==> config.mk <==
export PLATFORM = sky130hd
export DESIGN_NAME = hpdcache_fifo_rd_serializer
export DESIGN_NICKNAME = d
export VERILOG_FILES = /design/src/rtl/hpdcache_fifo_rd_serializer_pkg.sv /design/src/rtl/hpdcache_fifo_rd_serializer.sv
export SDC_FILE = /design/constraint.sdc
export NUM_CORES = 1
export LEC_CHECK = 0
export ABC_CLOCK_PERIOD_IN_PS = 4250
export CORE_ASPECT_RATIO = 0.9
export CORE_MARGIN = 4
export CORE_UTILIZATION = 41
export CTS_BUF_LIST = sky130_fd_sc_hd__clkbuf_4
export DETAILED_ROUTE_END_ITERATION = 10
export PLACE_DENSITY = 0.77
export SYNTH_ARGS = -nofsm -noshare
export SYNTH_HDL_FRONTEND = slang
export SYNTH_SLANG_ARGS = --single-unit
==> constraint.sdc <==
create_clock -name clk_i -period 4.25 [get_ports clk_i]
set_input_delay 0.85 -clock clk_i [delete_from_list [all_inputs] [get_ports clk_i]]
set_output_delay 0.85 -clock clk_i [all_outputs]
set_load 0.01 [all_outputs]
==> src/rtl/hpdcache_fifo_rd_serializer_pkg.sv <==
// ============================================================================
//  Module  : hpdcache_fifo_rd_serializer_pkg
//  Brief   : Shared state encoding for the FIFO read-side serializer.
//  Revision: 1.0 - initial release
// ============================================================================
`default_nettype none

package hpdcache_fifo_rd_serializer_pkg;

    // Serializer FSM encoding: IDLE waits for an entry, SEND streams its beats.
    localparam logic [0:0] SER_IDLE = 1'b0;
    localparam logic [0:0] SER_SEND = 1'b1;

endpackage

`default_nettype wire

==> src/rtl/hpdcache_fifo_rd_serializer.sv <==
// ============================================================================
//  Module  : hpdcache_fifo_rd_serializer
//  Brief   : Pops wide entries from a register FIFO and streams each one as
//            NBEATS narrow beats on a valid/ready interface, chaining the next
//            pop onto the last-beat handshake so consecutive entries flow
//            without bubbles.
//  Revision: 1.0 - initial release
// ============================================================================
`default_nettype none

module hpdcache_fifo_rd_serializer
    import hpdcache_fifo_rd_serializer_pkg::*;
#(
    parameter int unsigned DATA_WIDTH = 64,
    parameter int unsigned BEAT_WIDTH = 16,
    parameter bit          MSB_FIRST  = 1'b0
) (
    input  logic                                       clk_i,
    input  logic                                       rst_ni,
    input  logic                                       fifo_rok_i,
    output logic                                       fifo_r_o,
    input  logic [DATA_WIDTH-1:0]                      fifo_rdata_i,
    output logic                                       beat_valid_o,
    input  logic                                       beat_ready_i,
    output logic [BEAT_WIDTH-1:0]                      beat_data_o,
    output logic                                       beat_first_o,
    output logic                                       beat_last_o,
    output logic [$clog2(DATA_WIDTH/BEAT_WIDTH)-1:0]   beat_idx_o,
    output logic                                       busy_o
);

    localparam int unsigned NBEATS = DATA_WIDTH / BEAT_WIDTH;
    localparam int unsigned IDX_W  = $clog2(NBEATS);

    typedef logic [IDX_W-1:0] beat_idx_t;

    localparam beat_idx_t LAST_IDX = beat_idx_t'(NBEATS - 1);

    // Reject geometries that cannot be split into at least two whole beats.
    if ((DATA_WIDTH % BEAT_WIDTH) != 0) begin : g_chk_multiple
        $error("DATA_WIDTH must be an integer multiple of BEAT_WIDTH");
    end
    if (NBEATS < 2) begin : g_chk_nbeats
        $error("DATA_WIDTH/BEAT_WIDTH must be at least 2");
    end

    logic [0:0]            state_q, state_d;
    beat_idx_t             cnt_q, cnt_d;
    logic [DATA_WIDTH-1:0] buf_q;

    logic      send;
    logic      last;
    logic      hs;
    logic      pop;
    beat_idx_t slice;

    assign send = (state_q == SER_SEND);
    assign last = (cnt_q == LAST_IDX);
    assign hs   = send & beat_ready_i;

    // A pop is allowed from IDLE, or chained onto the final beat's handshake;
    // gating with rst_ni keeps the FIFO untouched while reset is held.
    assign pop      = rst_ni & fifo_rok_i & (~send | (hs & last));
    assign fifo_r_o = pop;

    // Physical slice position of the current beat inside the holding register.
    if (MSB_FIRST) begin : g_msb_first
        assign slice = LAST_IDX - cnt_q;
    end else begin : g_lsb_first
        assign slice = cnt_q;
    end

    // Select the current beat out of the holding register.
    always_comb begin
        beat_data_o = '0;
        for (int k = 0; k < int'(NBEATS); k++) begin
            if (slice == beat_idx_t'(k)) begin
                beat_data_o = buf_q[k*BEAT_WIDTH +: BEAT_WIDTH];
            end
        end
    end

    // Next-state logic: wrap is explicit at LAST_IDX so non power-of-two
    // beat counts never rely on counter overflow.
    always_comb begin
        state_d = state_q;
        cnt_d   = cnt_q;
        if (pop) begin
            state_d = SER_SEND;
            cnt_d   = '0;
        end else if (hs) begin
            if (last) begin
                state_d = SER_IDLE;
                cnt_d   = '0;
            end else begin
                cnt_d = cnt_q + beat_idx_t'(1);
            end
        end
    end

    // FSM state and beat counter registers.
    always_ff @(posedge clk_i) begin
        if (!rst_ni) begin
            state_q <= SER_IDLE;
            cnt_q   <= '0;
        end else begin
            state_q <= state_d;
            cnt_q   <= cnt_d;
        end
    end

    // Holding register captures the FIFO head on every pop; contents are
    // irrelevant until the first pop, so it carries no reset.
    always_ff @(posedge clk_i) begin
        if (pop) begin
            buf_q <= fifo_rdata_i;
        end
    end

    assign beat_valid_o = send;
    assign busy_o       = send;
    assign beat_first_o = (cnt_q == '0);
    assign beat_last_o  = last;
    assign beat_idx_o   = cnt_q;

endmodule

`default_nettype wire

# Word level (Yosys, flattened, before mapping)
# Index checks and enable logic that the tools add are counted.
# word_totals
register_bits	67
input_bits	68
output_inout_bits	23
wordCells	27
# classes
n_addsub	1
eq_ne	3
n_mux	8
bitwise_logic	7
reduce_logical	5
# ops
operator	n
$mux 16	4
$and 1x1->1	4
$eq 2x2->1 const B	2
$reduce_bool 2->1	2
$mux 1	3
$add 2x1->2 const B	1
$eq 2x1->1 const B	1
$logic_not 2->1	1
$mux 2	1
$not 1->1	2
$reduce_and 2->1	1
$reduce_or 2->1	1
$or 1x1->1	1

# Depth between registers and ports, before layout
# depth
depth_word	6
ltp_mapped	7
mapped_depth_nobuf	5

# Worst setup path before layout
# Ideal clock, no wire load.
# synth_path
path_type	input to output
start	in beat_ready_i
end	out fifo_r_o
t_arrival_ns	3.798
required_time_ns	3.400
slack_ns	-0.398
path_stages	2
path_buffers	0
path_cell_list	a21boi_0 nor2_1
# synth_via
elab_chain_len	4
# synth_rtl
element	line	text
from (decl)	hpdcache_fifo_rd_serializer.sv:24	input logic beat_ready_i,
$and 1x1->1	hpdcache_fifo_rd_serializer.sv:59	assign hs = send & beat_ready_i;
$and 1x1->1	hpdcache_fifo_rd_serializer.sv:63	assign pop = rst_ni & fifo_rok_i & (~send | (hs & last));
$or 1x1->1	hpdcache_fifo_rd_serializer.sv:63	
$and 1x1->1	hpdcache_fifo_rd_serializer.sv:63	
to (decl)	hpdcache_fifo_rd_serializer.sv:21	output logic fifo_r_o,
# No other way between the ends.

# Final worst setup path
# layout_path
start	reg cnt_q[1] (netlist: beat_idx_o[1])
end	out beat_data_o[15]
# layout_via
elab_chain_len	5
word_cells_on_any_way	8
classes_between	eq/ne (3); mux (4); reduce/logical (1)
# layout_rtl
element	line	text
from (decl)	hpdcache_fifo_rd_serializer.sv:48	beat_idx_t cnt_q, cnt_d;
from (signal assigned)	hpdcache_fifo_rd_serializer.sv:108	cnt_q <= cnt_d;
$logic_not 2->1	hpdcache_fifo_rd_serializer.sv:77	if (slice == beat_idx_t'(k)) begin
$mux 16 (3 in a row)	hpdcache_fifo_rd_serializer.sv:77	
$mux 16 (*)	hpdcache_fifo_rd_serializer.sv:77	
to (decl)	hpdcache_fifo_rd_serializer.sv:25	output logic [BEAT_WIDTH-1:0] beat_data_o,
# Every way passes the cells marked *; elsewhere a longest branch is shown, timed or not.

==> results.json <==
{
  "cts_sinks": 67,
  "period_share_pct": 85.10,
  "leading_register_cell_type_out_of_synthesis": "edfxtp_1",
  "postRouteWirelength_um": 5653,
  "core_um2": 5823,
  "drt-vias-per-instance": 5.066,
  "arrival_ns": 2.77,
  "rrSetupSlack_ns": 2.01,
  "leakage_uw": 0.001239,
  "timing.final.setup_violations": 0,
  "netlist_instances": 147,
  "synth_sequential_area_ratio_pct": 78.53,
  "global_route.usage.met3_pct": 4.891,
  "number_of_global_route_vias_before_repair": 1731,
  "drive_above_1_share_pct": 8.468,
  "finalNonFillerCells": 318,
  "multiInputGateArea_um2": 464.2,
  "yosys_warnings": 0,
  "layout.area.seq_um2": 1982,
  "finalCoreUtilization_pct": 61.75,
  "finalHoldViolations": 0,
  "die-height_um": 82.43,
  "period_needed_ns": 3.617,
  "clockRootBuffer": "clkbuf_4",
  "timing.fmax_mhz": 276.5,
  "filler_cell_count": 449,
  "worst_margin_slew_ns": 0.7906,
  "clkSlewWorstSetupHoldPaths_ns": 0.10,
  "core_rows": 26,
  "ant_cells": 0,
  "grt_pass1_wl_um": 8618,
  "die-area_um2": 7476,
  "asyncSetResetFlopFracSynth_pct": 0,
  "dr_total_vias": 1611,
  "postSynthAreaPerCell_um2": 17.17,
  "hpwl_um": 3979,
  "worst_slack_ns": 0.6332,
  "most_congested_layer_reported_by_global_routing": "met2",
  "num_io_pins": 91,
  "finalSetupTns_ns": 0,
  "pwr_density_cell_nw_per_um2": 362.2,
  "timing.critical_path.cells": "inv_1, ha_1, nor2b_4, a22oi_1, a21oi_1, clkdlybuf4s50_1",
  "setup.worst_path.start_class": "flop",
  "timing.critical_path.required_ns": 3.40,
  "synth_top_cell_area_share_pct": 76.15,
  "syn_to_final_growth_pct": 42.49,
  "detail_route.drc_violations": 0,
  "grt_max_degree": 65,
  "globalRoute.totalOverflow": 0,
  "post_cts_hold_buffer_count": 0,
  "grt_resource_usage_total_pct": 15.55,
  "post_cts_resized": 0,
  "synth_top_area_cell": "edfxtp_1",
  "critical_path.endpoint_type": "primary output",
  "outcome": "complete, no violations",
  "critical-path-top-delay-family": "buffers and inverters",
  "routedWlPerCell_um": 17.78,
  "gp_congestion": 0.7704,
  "final_nets": 315,
  "syn_area_um2": 2524,
  "drtAntennaViolNets": 0,
  "port-buffer-count": 90,
  "placed_area_um2": 3465,
  "worst_hold_path_type": "reg -> reg",
  "initialDrtViolationCount": 67,
  "grt_setup_unrepaired": "false",
  "cp.buffers_inverters": 2,
  "synthTopCellsByArea": "edfxtp_1 (76%), a22oi_1 (4.2%), o22ai_1 (3.7%), a21oi_1 (3.2%), dfxtp_1 (2.4%)",
  "max_stage_delay_ns": 0.57,
  "ctsHtreeMaxLevel": 3,
  "detailedRoute.firstPassIterationCount": 4,
  "dp_slack_ns": 1.040,
  "maxSlewHeadroom_pct": 47.30,
  "antenna_found_initial": 0,
  "cts_max_path_buffers": 2,
  "worst_skew_pair.late_latency_ns": 0.39,
  "floorplan.die.width_um": 90.70,
  "place_inst": 302,
  "cpMaxStageDelayCell": "clkdlybuf4s50_1",
  "setup.worst_path.class": "reg -> out",
  "initial_utilization_pct": 43.34,
  "final_cell_area_um2": 3596,
  "peakVddDrop_mv": 0.2319,
  "fin_worst_skew_ns": 0.008572,
  "synth_seq_cells": 67,
  "cts-buffers-inserted": 9,
  "globalRouteMet2Util_pct": 28.65,
  "synth_cell_type_count": 23,
  "synth_edf_count": 64,
  "syn_nets": 219,
  "met1_track_usage_gr_pct": 17.02,
  "slew_violations": 0,
  "total_setup_buffers_inserted_after_cts": 0,
  "worstPathMaxFanout": 18,
  "cts_tree": "yes",
  "timing.max_cap.violations": 0
}
-- tightest hold or removal path, stage by stage (launching register included) --
cell     delay [ns]
dfxtp_1        0.36
nand3_1        0.09
a21oi_1        0.06
-- cell families after synthesis --
| logic type | synth area share (%) |
|---|---|
| adders and majority gates | 1.983 |
| buffers and inverters | 3.371 |
| muxes | 0.3966 |
| and+or+nand+nor | 2.925 |
| AOI/OAI and AO/OA | 12.79 |
| DFF | 78.53 |
-- Yosys cell counts, drive strengths merged, types with 2 or more instances --
cell type,count
o22ai,15
dfxtp,3
a22oi,15
ha,4
edfxtp,64
buf,6
nor2,4
o21ai,2
a21oi,16
inv,4
nand2,4
-- final cells by class --
type | instances | share of cell area [%]
tap | 70 | 2.436
multi-input combinational | 69 | 12.91
sequential | 67 | 55.11
clock buffer | 10 | 2.088
clock inverter | 6 | 1.566
inverter | 4 | 0.4175
timing repair buffer | 92 | 25.47
-- routing by layer --
metal / wire [µm] / up-vias / share of wire, %
li1: - / 781 / -
met5: 0 / - / 0
met1: 2245 / 767 / 40
met2: 3034 / 56 / 54
met3: 302 / 7 / 5.3
met4: 72 / 0 / 1.3
-- worst paths after layout --
check                      from  depth (start not counted)         endpoint
hold reg to reg    beat_valid_o                          2    beat_idx_o[1]
setup / recovery  beat_idx_o[1]                          6  beat_data_o[15]
hold / removal     beat_valid_o                          2    beat_idx_o[1]
setup reg to reg  beat_idx_o[0]                          4        buf_q[35]
-- power breakdown --
part           total (µW)  internal (µW)  switching (µW)
sequential            760            752            7.53
clock                 392            181             211
combinational         151           95.5            55.2
-- metrics by stage --
stage	hold WS [ns]	power, µW
floorplan	0.5221	823.7
global placement	0.5062	922.7
detailed placement	0.5241	927.3
CTS	0.5417	1323
global route	0.5831	1358
finish	0.5402	1302
-- cells in the final DEF, fill, tap and decap left out, types with 4 or more instances in the layout --
master | Yosys | final
a21oi_1 | 16 | 16
a22oi_1 | 14 | 14
clkbuf_4 | 0 | 10
clkdlybuf4s50_1 | 0 | 90
edfxtp_1 | 64 | 64
ha_1 | 4 | 4
inv_1 | 4 | 4
nand2_1 | 4 | 4
o22ai_1 | 15 | 15
-- registers in the layout, summed over array words and instances (netlist names) --
name / cells
beat_valid_o: 1
beat_idx_o: 2
buf_q: 64
Note: power is estimated with default switching activity, not from simulation.
